**src/rtl/fetch_sequencer.sv**
```systemverilog
// fetch_sequencer: owns the fetch PC, issues instruction-memory word requests
// over a req/ack handshake and hands fetched words to decode over valid/ready.
// Redirects from execute discard any fetch made on the wrong path.
// Optional build macro FETCH_EXC_EN adds exception entry/return (exc_req,
// eret, epc) with priority exc_req > eret > redir_valid.
module fetch_sequencer #(
    parameter logic [31:0] RESET_PC = 32'h0000_3000
`ifdef FETCH_EXC_EN
    ,
    parameter logic [31:0] EXC_VEC  = 32'h0000_4180
`endif
) (
    input  logic        clk,
    input  logic        rst,
    output logic        imem_req,
    output logic [31:0] imem_addr,
    input  logic        imem_ack,
    input  logic [31:0] imem_rdata,
    output logic        inst_valid,
    output logic [31:0] inst,
    output logic [31:0] inst_pc,
    input  logic        inst_ready,
    input  logic        redir_valid,
    input  logic [31:0] redir_target,
    output logic [31:0] pc
`ifdef FETCH_EXC_EN
    ,
    input  logic        exc_req,
    input  logic        eret,
    output logic [31:0] epc
`endif
);

    typedef enum logic [1:0] {
        FETCH = 2'd0,  // request outstanding on the correct path
        HOLD  = 2'd1,  // instruction presented to decode, no request
        DROP  = 2'd2   // request outstanding on a wrong path, data discarded
    } state_t;

    state_t      r_state;
    logic [31:0] r_pc;
    logic [31:0] r_addr;
    logic        r_req;
    logic        r_valid;
    logic [31:0] r_inst;
    logic [31:0] r_inst_pc;
`ifdef FETCH_EXC_EN
    logic [31:0] r_epc;
`endif

    logic        w_take;
    logic [31:0] w_target;

    // Select the redirect source and force the target word-aligned.
    always_comb begin
        w_take   = redir_valid;
        w_target = redir_target & 32'hFFFF_FFFC;
`ifdef FETCH_EXC_EN
        if (exc_req) begin
            w_take   = 1'b1;
            w_target = EXC_VEC & 32'hFFFF_FFFC;
        end else if (eret) begin
            w_take   = 1'b1;
            w_target = r_epc & 32'hFFFF_FFFC;
        end
`endif
    end

    // Fetch FSM with all outputs registered. r_req resets low so no request
    // is visible while rst is high; the first clock after release raises it.
    always_ff @(posedge clk or posedge rst) begin
        if (rst) begin
            r_state   <= FETCH;
            r_pc      <= RESET_PC;
            r_addr    <= RESET_PC;
            r_req     <= 1'b0;
            r_valid   <= 1'b0;
            r_inst    <= 32'h0;
            r_inst_pc <= 32'h0;
`ifdef FETCH_EXC_EN
            r_epc     <= 32'h0;
`endif
        end else begin
`ifdef FETCH_EXC_EN
            // Save the PC of the instruction being pre-empted.
            if (exc_req)
                r_epc <= (r_state == HOLD) ? r_inst_pc : r_pc;
`endif
            case (r_state)
                FETCH: begin
                    if (!r_req) begin
                        // First cycle out of reset: start the request,
                        // redirecting it first if asked.
                        r_req <= 1'b1;
                        if (w_take) begin
                            r_pc   <= w_target;
                            r_addr <= w_target;
                        end
                    end else if (w_take) begin
                        r_pc <= w_target;
                        if (imem_ack)
                            r_addr <= w_target;  // old data dropped, reissue
                        else
                            r_state <= DROP;     // must wait out old request
                    end else if (imem_ack) begin
                        r_inst    <= imem_rdata;
                        r_inst_pc <= r_addr;
                        r_pc      <= r_pc + 32'd4;
                        r_valid   <= 1'b1;
                        r_req     <= 1'b0;
                        r_state   <= HOLD;
                    end
                end
                HOLD: begin
                    // A redirect beats inst_ready: the held word is discarded.
                    if (w_take) begin
                        r_valid <= 1'b0;
                        r_pc    <= w_target;
                        r_addr  <= w_target;
                        r_req   <= 1'b1;
                        r_state <= FETCH;
                    end else if (inst_ready) begin
                        r_valid <= 1'b0;
                        r_addr  <= r_pc;
                        r_req   <= 1'b1;
                        r_state <= FETCH;
                    end
                end
                DROP: begin
                    if (w_take)
                        r_pc <= w_target;
                    if (imem_ack) begin
                        r_addr  <= w_take ? w_target : r_pc;
                        r_state <= FETCH;
                    end
                end
                default: begin
                    r_state <= FETCH;
                end
            endcase
        end
    end

    assign imem_req   = r_req;
    assign imem_addr  = r_addr;
    assign inst_valid = r_valid;
    assign inst       = r_inst;
    assign inst_pc    = r_inst_pc;
    assign pc         = r_pc;
`ifdef FETCH_EXC_EN
    assign epc        = r_epc;
`endif

endmodule

```
**config.mk**
```make
export PLATFORM = sky130hd
export DESIGN_NAME = fetch_sequencer
export DESIGN_NICKNAME = d
export VERILOG_FILES = /design/src/rtl/fetch_sequencer.sv
export SDC_FILE = /design/constraint.sdc
export NUM_CORES = 1
export LEC_CHECK = 0
export BUFFER_PORTS_ARGS = -buffer_cell sky130_fd_sc_hd__clkbuf_2
export CAP_MARGIN = 20
export CORE_MARGIN = 5
export CORE_UTILIZATION = 25
export DETAILED_ROUTE_END_ITERATION = 10
export PLACE_DENSITY_LB_ADDON = 0.05
export RECOVER_POWER = 100
export SLEW_MARGIN = 0
export SYNTH_ARGS = -nofsm -noshare
export SYNTH_HDL_FRONTEND = slang
export SYNTH_SLANG_ARGS = --single-unit
```
**constraint.sdc**
```tcl
create_clock -name clk -period 6.4 [get_ports clk]
set_clock_uncertainty 0.1 [all_clocks]
set_input_delay 1.28 -clock clk [delete_from_list [all_inputs] [get_ports clk]]
set_output_delay 1.28 -clock clk [all_outputs]
set_load 0.005 [all_outputs]
```
==> summary.md <==
| Metric | Value |
|---|---|
| Status | `finished, violations left` |
| Failing checks | `max-capacitance violations, max-slew violations` |
| Largest delay contributor family on the critical path | `buffers and inverters` |
| Synth Register Bits | `132` |
| R2R Setup Slk | `~3.3 ns` |
| Maximum VDD drop | `roughly 160 µV` |
| Vias in the first global route | `between 5,000 and 6,000` |
| Cell Area, Synth | `0.00612 mm²` |
| Clock Latency Late Sink | `~0.42 ns` |
| Syn nets | `around 670` |
| Total clock sinks | `around 130` |
| # diodes | `0` |
| Initial Utilization | `between 20% and 30%` |
| Startpoint types | `primary input` |
| Tmin final | `~4.4 ns` |
| CP required | `between 6 and 7 ns` |
| Yosys top cell by area | `dfrtp_1` |
| Post-synthesis sequential area ratio | `between 50 and 60%` |
| R2R Path End | `pc[26]` |
| Synthesis Warnings | `0` |
| Largest net degree at the start of global routing | `78` |
| Hold buffer count at CTS | `0` |
| DR pass1 iterations | `5` |
| Reg clk slew, reported paths | `0.06 ns` |
| Number of nets in the layout | `approximately 860` |
| Reg2reg path depth | `8` |
| Critical path class | `primary input to register` |
| Final GP Congestion | `just under 0.8` |
| Share of cells above drive strength 1 | `between 20% and 30%` |
| Ys async rst share | `100%` |
| Core outline area | `0.0242 mm²` |
| Overflow after GRT | `0` |
| RSZ-0062 raised after global routing | `no` |
| FP Rows | `57` |
| Tightest Pin Transition | `~3.4 ns` |
| Slowest stage delay, CP | `~1.2 ns` |
| Leakage | `roughly 0.0034 µW` |
| Synth area leaders | `dfrtp_1, mux2_2, nand2_1` |
| Worst hold path type | `register to register` |
| Total Neg Setup Slack | `0 ns` |
| Post-CTS resize count | `0` |
| Antenna Nets Post-Route | `0` |
| Worst endpoint data arrival time | `approximately 4.7 ns` |
| I/O pin cnt | `199` |
| Distinct cells, synth | `between 50 and 60` |
| Initial antenna violation count | `1` |
| Die area | `between 0.02 and 0.03 mm²` |
| Via density | `between 4 and 5` |
| Hold Path Sink | `inst_pc[0]` |
| Post-synth EDFFs | `0` |
| Hold path startpoint | `inst_pc[0]` |
| Final Hold Vio Count | `0` |
| F_max | `between 0.2 and 0.25 GHz` |
| Final setup viols | `0` |
| # port buffers | `approximately 200` |
| Vias | `between 5,000 and 6,000` |
| Synth Flop Type | `dfrtp_1` |
| DRC viols | `0` |
| First-pass GRT wire length | `31,800 µm` |
| Most common cell in the netlist | `dfrtp_1` |
| Crit path cell chain | `clkbuf_2, clkbuf_1, nor4bb_1, nor2_2, clkbuf_1, nand2_1, or4_1, nand3_1` |
| DRT iter0 DRCs | `around 230` |
| CP Max Fanout | `35` |
| CP Buf/Inv Count | `3` |
| H-tree depth | `4` |
| DR WL/cell | `~18 µm` |
| Slew headroom | `-127%` |
| Post-Syn Area per Cell | `10.3 µm²` |
| # Post-CTS Setup Buffers | `0` |
| CP Capture Type | `register` |
| Top cells by count, synth | `dfrtp_1, nand2_1, mux2_2` |
| Die Ht | `166 µm` |
| CTS tree | `done` |
| Clk buf depth | `2` |
| GRT Total Usage | `about 14%` |
| Top-area cell type share of the netlist area | `roughly 52%` |
| WHS Path Cells | `2` |
| Final WL | `approximately 20,000 µm` |
| TritonCTS buffer count | `17` |
| HPWL Detailed | `~14,000 µm` |
| Post-synthesis cell count | `595` |
| Most used cell along the critical path | `clkbuf_1` |
| Maxcap violations | `2` |
| Final worst path period share | `~69%` |
| Root Driver | `clkbuf_16` |
| Slowest-stage cell, CP | `clkbuf_1` |
| Cell Pwr Density | `slightly below 500 mW/mm²` |
| Worst R2R Start | `r_state[0]` |
| Slew Limit Fails | `between 100 and 150` |
| DIE WIDTH | `around 170 µm` |
| Final WS setup | `~2 ns` |
| Syn-to-layout area delta | `29.1%` |
| Post-place setup slack | `2.82 ns` |
| Worst hold slack | `~0.39 ns` |
## metrics by stage
stage               instances  util [%]  total power (µW)  area (µm²)
floorplan                 595         -              2310        6120
global placement         1087      30.7              3020        7460
detailed placement       1087      30.7              3060        7460
CTS                      1119      33.1              4070        8040
global route             1119      32.6              4210        7900
finish                   1119      32.6              3910        7900
## routing by layer
| layer | part of all wire, % | GRT usage, % |
|---|---|---|
| met1 | 44 | 18.5 |
| met2 | 49 | 24.0 |
| met3 | 5.5 | 3.82 |
| met4 | 1.5 | 4.38 |
| met5 | 0.055 | 0 |
## kinds of logic (layout without fill, tap and decap cells)
kind of cell             after synthesis  in the layout  synth area share (%)
AND/OR/NAND/NOR                      233            233                  17.9
buffers and inverters                 47            247                  2.98
multiplexers                          63             63                  11.6
flip-flops                           132            132                  54.0
adder cells (fa/ha/maj)                5              5                  1.02
AO/OA/AOI/OAI                        115            115                  12.5
## flip-flops by register name, summed over array words and instances (netlist names)
signal / flops
r_state: 2
inst: 32
imem_req: 1
inst_valid: 1
inst_pc: 32
imem_addr: 32
pc: 32
## where the power goes
part	internal (µW)	total [µW]	switching [µW]
Sequential	1210	1520	303
Combinational	631	1420	787
Clock	580	976	396
## layout by cell type (no fill, tap or decap), drive strengths merged, types with 19 or more instances in the layout
cell	instances
clkbuf	219
dfrtp	128
nand2	93
mux2	62
nor2	48
a31oi	31
nand3	25
o21ai	19
## layout make-up
cell class / count / area, µm²
Tap cell: 324 / 405
Multi-Input combinational cell: 416 / 2650
Fill cell: 2623 / 16300
Sequential cell: 132 / 3310
Clock buffer: 19 / 433
Timing Repair Buffer: 205 / 916
Inverter: 10 / 38.8
Clock inverter: 13 / 149
## worst reg2reg max path, stage by stage (launching register included)
cell,delay (ns)
dfrtp_1,0.41
inv_1,0.09
ha_1,0.32
nor4bb_1,0.19
nor2_2,0.14
clkbuf_1,1.05
nand2_1,0.17
or4_1,0.44
nand3_1,0.09
## how the worst max path moves through the flow
stage | start | end | depth (start not counted)
finish | redir_valid | pc[26] | 8
detailed placement | redir_valid | pc[31] | 7
floorplan | rst | imem_addr[0] | 1
global placement | redir_valid | pc[31] | 7
CTS | redir_valid | pc[31] | 7
global route | redir_valid | imem_addr[0] | 7
Note: power is estimated with default switching activity, not from simulation.
